===== src/rtl/comp2_mult_pkg.sv =====
// Shared types and defaults for the sequential two's-complement multiplier.
package comp2_mult_pkg;

  localparam int unsigned DW_DEF  = 8;
  localparam int unsigned D2W_DEF = 2 * DW_DEF;

  typedef logic [DW_DEF-1:0]  operand_t;
  typedef logic [DW_DEF-1:0]  magnitude_t;
  typedef logic [D2W_DEF-1:0] product_t;
  typedef logic               sign_t;

  typedef struct packed {
    magnitude_t magnitude;
    sign_t      sign;
  } sm_t;

  typedef enum logic [1:0] {
    IDLE = 2'd0,
    MULT = 2'd1,
    SIGN = 2'd2,
    DONE = 2'd3
  } state_t;

endpackage


===== src/rtl/comp2_to_sm.sv =====
// Combinational two's-complement to sign/magnitude converter.
// The most negative value maps to its exact unsigned magnitude (e.g. -128 -> 128).
module comp2_to_sm
  import comp2_mult_pkg::*;
#(
  parameter int unsigned DW = DW_DEF
) (
  input  logic [DW-1:0] value,
  output logic [DW-1:0] magnitude,
  output logic          sign
);

  assign sign      = value[DW-1];
  assign magnitude = sign ? (~value + DW'(1)) : value;

endmodule


===== src/rtl/comp2_seq_mult.sv =====
// Sequential signed multiplier: sign/magnitude conversion, one-bit-per-cycle
// shift-and-add on the magnitudes, then sign application.
// Optional build macro COMP2_MULT_EARLY_EXIT_EN: leave MULT as soon as the
// remaining multiplier bits are all zero (product value is unchanged).
module comp2_seq_mult
  import comp2_mult_pkg::*;
#(
  parameter int unsigned DW = DW_DEF
) (
  input  logic            clk,
  input  logic            rst,
  input  logic            start_i,
  input  logic [DW-1:0]   a_i,
  input  logic [DW-1:0]   b_i,
  output logic            busy_o,
  output logic            done_o,
  output logic [2*DW-1:0] product_o,
  output logic            sign_o
);

  localparam int unsigned D2W = 2 * DW;
  localparam int unsigned CW  = $clog2(DW);

  state_t          state, state_nxt;
  logic [DW-1:0]   mcand, mcand_nxt;
  logic [DW-1:0]   mplr, mplr_nxt;
  logic [D2W-1:0]  acc, acc_nxt;
  logic [CW-1:0]   count, count_nxt;
  logic            sign_a, sign_a_nxt;
  logic            sign_b, sign_b_nxt;
  logic [D2W-1:0]  product_nxt;
  logic            sign_nxt, busy_nxt, done_nxt;
  logic            last_bit, neg;

  logic [DW-1:0]   a_mag, b_mag;
  logic            a_sign, b_sign;

  comp2_to_sm #(.DW(DW)) u_conv_a (.value(a_i), .magnitude(a_mag), .sign(a_sign));
  comp2_to_sm #(.DW(DW)) u_conv_b (.value(b_i), .magnitude(b_mag), .sign(b_sign));

  // State, datapath and output registers; reset discards any in-flight operation.
  always_ff @(posedge clk or negedge rst) begin
    if (!rst) begin
      state     <= IDLE;
      mcand     <= '0;
      mplr      <= '0;
      acc       <= '0;
      count     <= '0;
      sign_a    <= 1'b0;
      sign_b    <= 1'b0;
      product_o <= '0;
      sign_o    <= 1'b0;
      busy_o    <= 1'b0;
      done_o    <= 1'b0;
    end else begin
      state     <= state_nxt;
      mcand     <= mcand_nxt;
      mplr      <= mplr_nxt;
      acc       <= acc_nxt;
      count     <= count_nxt;
      sign_a    <= sign_a_nxt;
      sign_b    <= sign_b_nxt;
      product_o <= product_nxt;
      sign_o    <= sign_nxt;
      busy_o    <= busy_nxt;
      done_o    <= done_nxt;
    end
  end

  // Next-state and next-output logic; busy/done are derived from the state being entered.
  always_comb begin
    state_nxt   = state;
    mcand_nxt   = mcand;
    mplr_nxt    = mplr;
    acc_nxt     = acc;
    count_nxt   = count;
    sign_a_nxt  = sign_a;
    sign_b_nxt  = sign_b;
    product_nxt = product_o;
    sign_nxt    = sign_o;
    busy_nxt    = 1'b0;
    done_nxt    = 1'b0;
    last_bit    = 1'b0;
    neg         = 1'b0;

    case (state)
      IDLE: begin
        if (start_i) begin
          mcand_nxt  = a_mag;
          mplr_nxt   = b_mag;
          sign_a_nxt = a_sign;
          sign_b_nxt = b_sign;
          acc_nxt    = '0;
          count_nxt  = '0;
          state_nxt  = MULT;
          busy_nxt   = 1'b1;
        end
      end
      MULT: begin
        if (mplr[0]) begin
          acc_nxt = acc + (D2W'(mcand) << count);
        end
        mplr_nxt  = mplr >> 1;
        count_nxt = count + CW'(1);
        last_bit  = (count == CW'(DW - 1));
`ifdef COMP2_MULT_EARLY_EXIT_EN
        last_bit  = last_bit || (mplr[DW-1:1] == '0);
`endif
        if (last_bit) begin
          state_nxt = SIGN;
        end
        busy_nxt  = 1'b1;
      end
      SIGN: begin
        // A zero product is always reported as positive.
        neg         = (sign_a ^ sign_b) && (acc != '0);
        product_nxt = neg ? (~acc + D2W'(1)) : acc;
        sign_nxt    = neg;
        state_nxt   = DONE;
        done_nxt    = 1'b1;
      end
      DONE: begin
        state_nxt = IDLE;
      end
      default: begin
        state_nxt = IDLE;
      end
    endcase
  end

endmodule


===== config.mk =====
export PLATFORM = sky130hd
export DESIGN_NAME = comp2_seq_mult
export DESIGN_NICKNAME = d
export VERILOG_FILES = /design/src/rtl/comp2_mult_pkg.sv /design/src/rtl/comp2_to_sm.sv /design/src/rtl/comp2_seq_mult.sv
export SDC_FILE = /design/constraint.sdc
export NUM_CORES = 1
export LEC_CHECK = 0
export CAP_MARGIN = 20
export CORE_ASPECT_RATIO = 0.7
export CORE_MARGIN = 1
export CORE_UTILIZATION = 50
export DETAILED_ROUTE_END_ITERATION = 10
export PLACE_DENSITY = 0.71
export SKIP_CTS_REPAIR_TIMING = 1
export SYNTH_ARGS = -nofsm -noshare
export SYNTH_HDL_FRONTEND = slang
export SYNTH_SLANG_ARGS = --single-unit

===== constraint.sdc =====
create_clock -name clk -period 4.5 [get_ports clk]
set_clock_uncertainty 0.2 [all_clocks]
set_input_delay 0.45 -clock clk [delete_from_list [all_inputs] [get_ports clk]]
set_output_delay 0.45 -clock clk [all_outputs]
set_load 0.01 [all_outputs]

Yosys cells after proc, flatten, opt, wreduce, memory -nomap -nowiden
Cells that the tools add are included.

operators by class
  add/subtract/negate cells = 5
  eq/ne operators = 7
  shift operators = 1
  multiplexer cells = 16
  bitwise logic cells = 4
  reduce and logical (&&, ||, !) cells = 8

operators with widths
  operator               number
  $mux 16                3
  $pmux 16 s2            1
  $mux 8                 3
  $add 16x1->16 const B  1
  $add 16x16->16         1
  $add 8x1->8 const B    2
  $not 16->16            1
  $not 8->8              2
  $pmux 8 s2             1
  $reduce_bool 16->1     1
  $shl 8x3->16           1
  $pmux 2 s4             1
  $ne 2x2->1 const B     3
  $pmux 3 s2             1
  $reduce_and 2->1       3
  $eq 2x2->1 const B     2
  $mux 2                 2
  $add 3x1->3 const B    1
  $eq 3x3->1 const B     1
  $mux 3                 1
  $reduce_and 3->1       1
  $eq 2x1->1 const B     1
  $logic_not 2->1        1
  $mux 1                 2
  other kinds (4)        4

storage, ports and cells
  register bits after elaboration = 58
  input bits = 19
  word-level logic and storage cells = 52

Logic depth before layout (Yosys ltp)
  depth after elaboration = 5
  gate-level depth with buffers = 12
  gate-level depth less buffers = 11

Modules after synthesis
From an unflattened synthesis, not the netlist that was laid out.

second synthesis, totals
  cell total of the unflattened synthesis = 448
  area total of the unflattened synthesis = 4023.9 µm²

by module, submodules not included
  module          instances  cells an instance  area an instance (µm²)  sequential area each (µm²)
  comp2_seq_mult  1          404                3716.1                  1451.4
  comp2_to_sm     2          22                 153.9                   0.0

Least setup slack after synthesis
No wires, ideal clock.

  path type = reg-to-reg
  start point = register count[0]
  end point = register acc[14]
  library setup time = 0.122 ns
  arrival = 2.854 ns
  data required time = 4.178 ns
  setup slack = 1.324 ns
  stages on the path, launching flop included = 13
  path buffers = 2
  cell sequence = dfrtp_1 -> clkbuf_1 -> clkbuf_1 -> nand2b_1 -> nor3_1 -> ha_1 -> inv_1 -> fa_1 -> and2b_1 -> o2111ai_1 -> a2111oi_1 -> o21ai_0 -> a32o_1

between the ends
  cells in the longest elaborated chain, start to end = 4

ends and longest elaborated chain
  item                    RTL line               RTL
  from (decl)             comp2_seq_mult.sv:28   logic [CW-1:0] count, count_nxt;
  from (signal assigned)  comp2_seq_mult.sv:60   count <= count_nxt;
  $shl 8x3->16            comp2_seq_mult.sv:101  acc_nxt = acc + (D2W'(mcand) << count);
  $add 16x16->16          comp2_seq_mult.sv:101
  $mux 16                 comp2_seq_mult.sv:100  if (mplr[0]) begin
  $pmux 16 s2             comp2_seq_mult.sv:86   case (state)
  to (signal assigned)    comp2_seq_mult.sv:59   acc <= acc_nxt;
  to (decl)               comp2_seq_mult.sv:27   logic [D2W-1:0] acc, acc_nxt;

Every way passes these cells. The select of a mux whose other input is x is not followed.
A chain may end at the register's enable or synchronous reset.

Worst setup path in the final report
Same ends and word-level chain as after synthesis.

==> results_dict.tcl <==
set metrics [dict create \
    rsz0062_at_grt "no" \
    dieArea_um2 8430 \
    yosys.cell_types.count 61 \
    met2_usage 0.358 \
    synth_top_flop_cell "dfrtp_1" \
    met3_usage 0.0629 \
    place_hpwl_um 7180 \
    pwr_density_cell_nw_per_um2 809 \
    fin_tns_setup_ps 0 \
    synth_area_um2 4030 \
    synth_top_area_cell "dfrtp_1" \
    ys_ff_latch 58 \
    postRouteAntennaNets 0 \
    numCtsBuffers 9 \
    cts-root-buf "clkbuf_16" \
    cts.sinks 58 \
    layout_commonest_cell "dfrtp_1" \
    grt-busiest-layer "met1" \
    syn-num-nets 501 \
    cts_tree "built" \
    synthCells 457 \
    n_fill_cell 635 \
    power_frac_comb 0.552 \
    finish.net_count 529 \
    clockBufferDepth 2 \
    fin_crit_ps 3470 \
    met1_usage 0.367 \
    antenna_found_initial 0 \
    p_switching_mw 1.69 \
    worst-setup-path-type "reg2reg" \
    clkLatencyLatePin_ps 330 \
    io_buffers 37 \
    overflow 0 \
    rows 26 \
    post-route-period-util 0.772 \
    cts_max_level 3 \
    dr_total_vias 3381 \
    syn_area_per_cell_um2 8.82 \
    hold_viol 0 \
    pre_cts_ws_ps 1070 \
    mostFrequentLayoutCells "58 x dfrtp_1, 49 x nand2_1, 43 x o21ai_0" \
    async_flop_share 1.00 \
    cp.required_ps 4510 \
    synth_edf_count 0 \
    setup.worst_path.end_class "flip-flop" \
    vdd_drop_max_v 0.000470 \
    setup_viol 0 \
    vias_per_cell 5.76 \
    clock_power_share 0.189 \
    hp-class "in2async" \
    grt_pass1_vias 3211 \
    power_frac_seq 0.259 \
    antennaDiodeCount 0 \
    drcViolationCount 0 \
    die_w_um 109 \
    max-slew-margin-rel 0.404 \
    grt_max_degree 59 \
    drt_iter0_drc 291 \
    p_int_mw 2.19 \
    synth_top_area_frac 0.360 \
    dieHeight_um 77.1 \
    ys_top_cells_by_area "dfrtp_1 36%, ha_1 7.4%, o21ai_0 5.3%, nand2_1 4.6%, a21oi_1 4.5%" \
    yosysWarnings 0 \
    crit_arrival_ps 3480 \
    coreArea_um2 7550 \
    critPathMaxFanout 18 \
    clkTransAtPathRegs_ps 60 \
    layout_setup_ws_ps 1030 \
    routed_wl_um 9460 \
    area_delta_synth_final_pct 18.7 \
    maxCapViolCount 0 \
    initial_utilization 0.534 \
    avgRoutedWirePerCell_um 16.1 \
    fmax_mhz 288 \
    swShare 0.436 \
    firstDrtPassIters 4 \
    ys_seq_area_frac 0.360 \
    grt_use_total 0.249 \
    io_pins 38 \
    final_max_slew_viol_count 0 \
    critPathLaunchType "flip-flop" \
    place.gp.congestion 0.886 \
    grt_pass1_wl_um 16000 \
    drive_gt1_frac 0.0818 \
    tightest_slew_ps 894 \
    outcome "completed" \
    p_leak_nw 2.05 \
]
[power groups by stage]
stage / clock [mW] / combinational, mW / sequential, mW
2_1_floorplan: 0 / 1.59 / 0.943
3_3_place_gp: 0 / 2.07 / 1.00
3_5_place_dp: 0 / 2.10 / 1.01
4_1_cts: 0.746 / 2.12 / 1.00
5_1_grt: 0.774 / 2.41 / 1.04
6_report: 0.732 / 2.14 / 1.00
[stage by stage]
| step | std cells | hold slack, ps | instance area [µm²] | power [mW] | utilization |
|---|---|---|---|---|---|
| floorplan | 457 | -45.6 | 4030 | 2.53 | - |
| global placement | 571 | 258 | 4440 | 3.07 | 0.589 |
| detailed placement | 571 | 273 | 4440 | 3.11 | 0.589 |
| CTS | 586 | 85.4 | 4760 | 3.87 | 0.631 |
| global route | 587 | 135 | 4790 | 4.23 | 0.634 |
| finish | 587 | 72.8 | 4790 | 3.87 | 0.634 |
[final timing paths]
| kind | from | endpoint | slack (ps) | cells after the start |
|---|---|---|---|---|
| worst max-delay path | count[0] | acc[14] | 1030 | 8 |
| worst min-delay path | rst | mplr[4] | 70 | 2 |
| min in group clk | mplr[6] | mplr[6] | 280 | 2 |
| max in group asynchronous | rst | acc[14] | 3550 | 2 |
| worst min register to register | mplr[6] | mplr[6] | 280 | 2 |
| worst max register to register | count[0] | acc[14] | 1030 | 8 |
[synth_stat cells (3+ instances only)]
| cell | count |
|---|---|
| and2_1 | 4 |
| o21a_1 | 4 |
| o31ai_1 | 5 |
| nand3_1 | 10 |
| a22o_1 | 5 |
| xor2_1 | 11 |
| a221o_1 | 4 |
| mux2i_1 | 17 |
| o211ai_1 | 4 |
| clkbuf_1 | 17 |
| a211o_1 | 3 |
| a21oi_1 | 36 |
| a211oi_1 | 3 |
| nor2_1 | 37 |
| ha_1 | 24 |
| nor3_1 | 4 |
| buf_2 | 5 |
| nor2b_1 | 3 |
| o22ai_1 | 5 |
| inv_1 | 19 |
| nand2b_1 | 7 |
| nand2_1 | 49 |
| nand3b_1 | 3 |
| a31oi_1 | 3 |
| xnor2_1 | 20 |
| mux2_2 | 8 |
| o21ai_0 | 43 |
| or3_1 | 8 |
| dfrtp_1 | 58 |
[routing by layer]
metal  up-vias  share of wire
li1       1703              -
met1      1589           0.53
met2        79           0.42
met3        10          0.048
met4         0         0.0098
met5         -              0
[cell families (layout without fill, tap and decap cells)]
group,Yosys count,count (layout),share of synthesized area
fa+ha+maj,25,25,0.0794
simple gates,143,143,0.179
buf+inv,42,74,0.0406
xor+xnor,32,32,0.0714
mux,25,25,0.0645
compound gates,132,132,0.205
flops,58,58,0.360
[state kept, by name, summed over array words and instances (netlist names)]
register	flops
state	2
sign_b	1
busy_o	1
acc	16
sign_o	1
done_o	1
mcand	8
mplr	8
count	3
sign_a	1
product_o	16
[worst max-delay path: stages (launching register included)]
cell and delay [ps]:
dfrtp_1 700, mux2i_1 190, or3_1 380, fa_1 430, and2b_1 230, o2111ai_1 220, a2111oi_1 580, o21ai_0 140
a32o_1 270
[layout make-up]
cell class,instances,area [µm²],share of cell area
well taps,98,123,0.0256
clock buffers,10,239,0.0499
flip-flops and latches,58,1450,0.303
inverters,19,71.3,0.0149
multi-input cells,357,2420,0.505
repair buffers,40,405,0.0847
clock inverters,5,78.8,0.0165
(Power assumes the default switching activity.)
